### config.mk
export PLATFORM = sky130hd
export DESIGN_NAME = digit_serial_adder
export DESIGN_NICKNAME = d
export VERILOG_FILES = /design/src/rtl/digit_serial_pkg.sv /design/src/rtl/FA_2bit.sv /design/src/rtl/digit_serial_adder.sv
export SDC_FILE = /design/constraint.sdc
export NUM_CORES = 1
export LEC_CHECK = 0
export ABC_AREA = 1
export BUFFER_PORTS_ARGS = -buffer_cell sky130_fd_sc_hd__buf_2
export CAP_MARGIN = 10
export CORE_MARGIN = 4
export CORE_UTILIZATION = 40
export CTS_CLUSTER_DIAMETER = 80
export DETAILED_ROUTE_END_ITERATION = 10
export PLACE_DENSITY = 0.6
export SYNTH_ARGS = -nofsm -noshare
export SYNTH_HDL_FRONTEND = slang
export SYNTH_SLANG_ARGS = --single-unit
### constraint.sdc
create_clock -name clk -period 1.8 [get_ports clk]
set_input_delay 0.54 -clock clk [delete_from_list [all_inputs] [get_ports clk]]
set_output_delay 0.54 -clock clk [all_outputs]
set_load 0.05 [all_outputs]
### src/rtl/digit_serial_pkg.sv
// Shared types and constants for the digit-serial adder: FSM states, digit size
// and the digit-counter width helper.
package digit_serial_pkg;

   typedef enum logic {
      IDLE = 1'b0,
      RUN  = 1'b1
   } state_t;

   localparam int DIGIT_BITS = 2;

   // Counter must index WIDTH/2 digits; keep at least one bit for WIDTH=2.
   function automatic int cnt_width(input int width);
      int ndig;
      ndig = width / DIGIT_BITS;
      return (ndig > 1) ? $clog2(ndig) : 1;
   endfunction

endpackage

### src/rtl/FA_2bit.sv
// Combinational 2-bit ripple-carry adder slice.
// Zero latency; no flow control.
module FA_2bit (
   input  logic [1:0] a,
   input  logic [1:0] b,
   input  logic       cin,
   output logic [1:0] sum,
   output logic       cout
);

   logic c0;

   assign sum[0] = a[0] ^ b[0] ^ cin;
   assign c0     = (a[0] & b[0]) | (a[0] & cin) | (b[0] & cin);
   assign sum[1] = a[1] ^ b[1] ^ c0;
   assign cout   = (a[1] & b[1]) | (a[1] & c0) | (b[1] & c0);

endmodule

### src/rtl/digit_serial_adder.sv
// WIDTH-bit adder built from one 2-bit slice, one digit per clock; done pulses WIDTH/2
// edges after the accepted start. start is only honoured in IDLE; no queuing.
module digit_serial_adder
   import digit_serial_pkg::*;
#(
   parameter int WIDTH = 8
) (
   input  logic             clk,
   input  logic             rst,
   input  logic             start,
   input  logic [WIDTH-1:0] a,
   input  logic [WIDTH-1:0] b,
   input  logic             cin,
   output logic             busy,
   output logic             done,
   output logic [WIDTH-1:0] sum,
   output logic             cout
);

   localparam int NDIG = WIDTH / DIGIT_BITS;
   localparam int CW   = cnt_width(WIDTH);
   localparam logic [CW-1:0] LAST = CW'(NDIG - 1);

   if (WIDTH < 2 || (WIDTH % 2) != 0) begin : g_bad_width
      $error("digit_serial_adder: WIDTH must be even and >= 2");
   end

   state_t                  state, nstate;
   logic [WIDTH-1:0]        sa, sb, part, part_nxt;
   logic                    cy;
   logic [CW-1:0]           cnt;
   logic [DIGIT_BITS-1:0]   d_sum;
   logic                    d_cout;
   logic                    load, step, last;

   FA_2bit u_slice (
      .a    (sa[1:0]),
      .b    (sb[1:0]),
      .cin  (cy),
      .sum  (d_sum),
      .cout (d_cout)
   );

   // New digit enters at the top; after NDIG shifts the LSB digit sits at bit 0.
   assign part_nxt = WIDTH'({d_sum, part} >> DIGIT_BITS);

   always_ff @(posedge clk or posedge rst) begin
      if (rst) state <= IDLE;
      else     state <= nstate;
   end

   always_comb begin
      nstate = state;
      load   = 1'b0;
      step   = 1'b0;
      last   = 1'b0;
      case (state)
         IDLE: begin
            if (start) begin
               load   = 1'b1;
               nstate = RUN;
            end
         end
         RUN: begin
            step = 1'b1;
            if (cnt == LAST) begin
               last   = 1'b1;
               nstate = IDLE;
            end
         end
         default: nstate = IDLE;
      endcase
   end

   assign busy = (state == RUN);

   always_ff @(posedge clk or posedge rst) begin
      if (rst) begin
         sa   <= '0;
         sb   <= '0;
         cy   <= 1'b0;
         cnt  <= '0;
         part <= '0;
         sum  <= '0;
         cout <= 1'b0;
         done <= 1'b0;
      end else begin
         done <= last;
         if (load) begin
            sa   <= a;
            sb   <= b;
            cy   <= cin;
            cnt  <= '0;
            part <= '0;
         end else if (step) begin
            sa   <= sa >> DIGIT_BITS;
            sb   <= sb >> DIGIT_BITS;
            cy   <= d_cout;
            cnt  <= cnt + CW'(1);
            part <= part_nxt;
         end
         if (last) begin
            sum  <= part_nxt;
            cout <= d_cout;
         end
      end
   end

endmodule
# Word level (Yosys, flattened, before mapping)
# Cells that the tools add are included.
[word_totals]
wordCells = 44
ff_bits = 38
input_bits = 20
output_inout_bits = 11
[classes]
n_addsub = 1
bitwise_logic = 15
n_mux = 17
eq_ne = 1
reduce_logical = 1
[op_table]
columns = ["op", "n"]
rows = [
  ["2-to-1 mux 8 bit", 6],
  ["2-to-1 mux 1 bit", 8],
  ["AND 1 bit", 6],
  ["2-to-1 mux 2 bit", 2],
  ["OR 1 bit", 4],
  ["bitwise XOR 1 bit", 4],
  ["adder 2 x 1 -> 2 bit, second input constant", 1],
  ["equality test 2 bit, second input constant", 1],
  ["one-hot mux 1 bit (2 select lines)", 1],
  ["nonzero test 2 bit", 1],
  ["inverter 1 bit", 1],
]

# Logic depth before layout (Yosys ltp)
[logic_depth]
depth_word = 8
mapped_depth = 6
mapped_depth_nobuf = 6

# Hierarchy
# A second synthesis with hierarchy kept.
[hier_totals]
cells_unflattened = 170
area_unflattened_um2 = 1585.3
[modules_own_cells]
columns = ["mod", "seq_area_each_um2", "cells_each", "n_inst", "area_each_um2"]
rows = [
  ["digit_serial_adder", 900.9, 160, 1, 1515.2],
  ["FA_2bit", 0.0, 10, 1, 70.1],
]

# Worst setup path before layout
# No wires, ideal clock.
[synth_path]
path_kind = "reg-to-reg"
startpoint = "register sa[0]"
endpoint = "register part[7]"
period_less_slack_ps = 1492
t_required_ps = 1717
t_arrival_ps = 1410
stages_incl_launch_ff = 5
slack_ps = 308
n_path_buf = 0
path_cell_list = "dfrtp_1 > fa_1 > inv_1 > fa_1 > o21ai_0"
[synth_via]
elab_chain_len = 6
elab_cells_between_ends = 7
classes_between = "mux: 2; bitwise: 5"
[synth_rtl]
columns = ["item", "line_no", "source"]
rows = [
  ["from (decl)", "digit_serial_adder.sv:29", "logic [WIDTH-1:0] sa, sb, part, part_nxt;"],
  ["from (signal assigned)", "digit_serial_adder.sv:96", "sa <= sa >> DIGIT_BITS;"],
  ["AND 1 bit", "FA_2bit.sv:14", "assign c0 = (a[0] & b[0]) | (a[0] & cin) | (b[0] & cin);"],
  ["OR 1 bit * (2 in series)", "FA_2bit.sv:14", ""],
  ["bitwise XOR 1 bit *", "FA_2bit.sv:15", "assign sum[1] = a[1] ^ b[1] ^ c0;"],
  ["2-to-1 mux 8 bit *", "digit_serial_adder.sv:95", "end else if (step) begin"],
  ["2-to-1 mux 8 bit *", "digit_serial_adder.sv:89", "if (load) begin"],
  ["to (signal assigned)", "digit_serial_adder.sv:100", "part <= part_nxt;"],
  ["to (decl)", "digit_serial_adder.sv:29", ""],
]
# Mark *: on every way between the ends. The rest lies on a longest branch, timed or not. The select of a mux whose other input is x is not followed.
# A chain may end at the register's enable or synchronous reset.

# Worst setup path after layout
# Ends and elaborated chain as after synthesis.

==> flow_results.org <==
** Setup path
- In this run the worst path has a maximum fanout of 2.
- Endpoint of the lowest-slack register-to-register path :: part[7]
- The worst setup path is captured at a flop.
- Sequence of cells on the critical path :: fa_1, inv_1, fa_1, o21ai_0
- CP max-delay cell :: sky130_fd_sc_hd__fa_1
- Among the stages of the critical path, the cell type that occurs most often is sky130_fd_sc_hd__fa_1.
- Reg-to-reg setup timing slack :: 0.20 ns
- Grouping stages by cell kind, the critical path spends the most delay in adder cells.
- The largest single stage delay on the critical path is 0.43 ns.
- Worst reg2reg path depth :: 4
- The worst setup path is launched from a flop.
- Arrival time at the worst endpoint :: 1.80 ns
- The worst setup path is of the reg2reg kind.
- FF-to-FF Start :: sa[0]
- Sum of buffers and inverters on the critical path :: 1
- Data required time at the worst endpoint :: 2.00 ns

** Layout
- The final layout contains 217 nets.
- The repair_antennas step left the layout with diodes totalling 0.
- Layout Area Growth over Synthesis :: 14.27%
- Final core utilization :: 48.43%
- Non-filler cells, final :: 243
- Most frequent cells in the layout :: sky130_fd_sc_hd__nand2_1, sky130_fd_sc_hd__dfrtp_1, sky130_fd_sc_hd__nand3_1, sky130_fd_sc_hd__buf_2, sky130_fd_sc_hd__inv_1
- Fraction of layout cells with a size suffix above 1 :: 25.13%
- Most common cell after layout, fill and taps aside :: sky130_fd_sc_hd__nand2_1

** Route
- Dividing the detail-routed wire length by the instance count gives 12.02 um.
- In this run the remaining antenna-violating nets after routing total 0.
- Total number of vias :: 1,155
- After detailed routing, the number of remaining DRC violations is 0.
- 1st-iter DRT viols :: 49
- Via/cell ratio :: 4.753
- The routed design has 2.921 mm of wire.
- The first detailed-routing pass took 4 iterations.

** Run
- Max Cap Viol :: 0

** Power and ir drop
- Dividing total power by cell area gives a power density of 1718 nW/um^2.
- VDD IR-drop max :: 0.5204 mV
- Leakage power :: 0.9573 nW

** Placed design
- Quantity of I/O buffers inserted on ports :: 30
- Once placement completed, the tool counted placed cells totaling 235.
- At the end of routability-driven placement, the weighted congestion stood at 0.7393.
- Summed over all nets, the half-perimeter wirelength after detailed placement is 1.979 mm.

** Run status
- Outcome :: finished, final reports clean

** Floorplanning
- Area inside the core boundary :: 3744 sq um
- Die outline width :: 70.98 um
- Std cell rows :: 22
- Die footprint :: 5038 sq um
- From bottom edge to top edge, the die measures 70.98 um.
- IO Count :: 31
- Initial standard-cell utilization of the core :: 42.38%

** Synth
- Synth top area share :: 56.78%
- The synthesized design contains 36 register bits.
- The mapped netlist covers 1587 sq um.
- In the post-synthesis netlist, the biggest area contributors are sky130_fd_sc_hd__dfrtp_1, sky130_fd_sc_hd__nand2_1, sky130_fd_sc_hd__nand3_1, sky130_fd_sc_hd__buf_6, sky130_fd_sc_hd__o21ai_2.
- The number of different library cells used by synthesis comes to 15.
- For this run, the number of Yosys warnings is 0.
- Net count after synthesis :: 187
- Average instance area after synthesis :: 9.674 sq um
- Register area share after synthesis :: 56.78%
- The biggest area contributor in the post-synthesis netlist is sky130_fd_sc_hd__dfrtp_1.
- After technology mapping, the gate count stands at 164.

** Global route
- Number of antenna violations at the first check in global routing :: 0
- Entering global routing, the biggest net connects 37 pins.
- Remaining global-route overflow :: 0
- The first global-routing pass estimated 5.181 mm of wire.
- Gr usage total :: 13.08%
- Via count of the first global-routing pass :: 1,152

** Clock tree
- The clock passes through at most 2 buffers.
- Clock Tree Root :: sky130_fd_sc_hd__clkbuf_8
- Clock tree from TritonCTS :: yes
- CTS built an H-tree with a depth of 2.
- Number of instances resized during post-cts repair :: 0
- The number of hold buffers added after CTS was 0.
- Clock latency on the worst-skew pair :: 0.28 ns
- TritonCTS created 5 clock buffers.
- The number of setup buffers added after CTS is 0.
- After clock tree synthesis, the clock-pin slew on the worst setup and hold paths is 0.07 ns.
- For this design, the sink count on the clock tree is 36.

** Timing
- Of the available clock period, the critical path in the final layout requires 88.69%.
- The clock arrives with 0.003387 ns of skew.
- The clock period could shrink to 1.596 ns.
- Remaining max-slew budget at the tightest pin :: 69.51%
- Setup Viol. Count Final :: 0
- In the final timing run, aggregate negative setup slack is 0 ns.
- Unrepaired setup endpoints after global routing :: no
- Timing-limited maximum frequency :: 626.4 MHz
- The total count of hold-check failures in the final report came to 0.
- For the pin with the worst max-slew slack, the measured transition is 0.4574 ns.
- The max-slew violation count was 0.

** Hold path
- The worst hold path belongs to the class in2async.
## flip-flops by register name (all words and copies together), names as in the netlist
| signal | flops |
|---|---|
| sum | 8 |
| done | 1 |
| cy | 1 |
| sb | 8 |
| sa | 8 |
| cout | 1 |
| busy | 1 |
| part | 6 |
| cnt | 2 |
## power by group
part | internal, W | switching [W] | leakage (nW) | total (W)
clock | 0.000312 | 0.000263 | 0.0455 | 0.000575
sequential | 0.00112 | 0.000165 | 0.470 | 0.00129
combinational | 0.000352 | 0.000903 | 0.441 | 0.00126
## worst register-to-register path: cells and delay by family, from the launching register on
| family | cells | cell delay [ns] |
|---|---|---|
| buffers and inverters | 1 | 0.08 |
| AOI/OAI and AO/OA | 1 | 0.17 |
| DFF | 1 | 0.41 |
| adders and majority gates | 2 | 0.86 |
## cells in the mapped netlist, drive strengths merged
cell type	number
fa	2
nand2	58
dfrtp	36
buf	9
ha	1
inv	12
nand3	30
nor2	2
o21ai	14
## cells by family after synthesis
kind of cell / count (synthesis) / synth area share, %
adders and majority gates: 3 / 3.312
AOI/OAI and AO/OA: 14 / 6.309
buffers and inverters: 21 / 8.439
and+or+nand+nor: 90 / 25.16
DFF: 36 / 56.78
## final cells by class
| type | instances | area [sq um] |
|---|---|---|
| clock buffers | 8 | 90.09 |
| fillers | 384 | 1931 |
| inverters | 12 | 45.04 |
| multi-input cells | 107 | 551.8 |
| flip-flops and latches | 36 | 900.9 |
| well taps | 48 | 60.06 |
| repair buffers | 32 | 165.2 |
## how the worst max path moves through the flow
stage	from	endpoint	slack, ns	cells past startpoint
floorplan	sa[0]	part[7]	0.31	4
global placement	sa[0]	part[7]	0.29	4
detailed placement	sa[0]	part[7]	0.20	4
CTS	sa[0]	part[7]	0.18	4
global route	sa[0]	part[7]	0.09	4
finish	sa[0]	part[7]	0.20	4
## metal layers
layer | share of wire [%] | wire (um) | global-route usage (%) | vias up
met5 | 0 | 0 | 0 | -
met4 | 1.6 | 47 | 5.010 | 0
met3 | 6.9 | 203 | 5.966 | 6
met2 | 44 | 1298 | 20.08 | 32
met1 | 47 | 1372 | 16.11 | 535
li1 | - | - | - | 582
## metrics by stage
step	worst slack, ns	power (W)	instance area (sq um)	hold WS, ns
after detailed placement	0.1999	0.002578	1723	0.4627
after CTS	0.1844	0.003178	1813	0.3570
after global placement	0.2919	0.002524	1723	0.4556
after floorplan	0.3078	0.002356	1587	0.4417
final	0.2036	0.003115	1813	0.3496
after global routing	0.08925	0.003378	1813	0.3843
(Power assumes the default switching activity.)
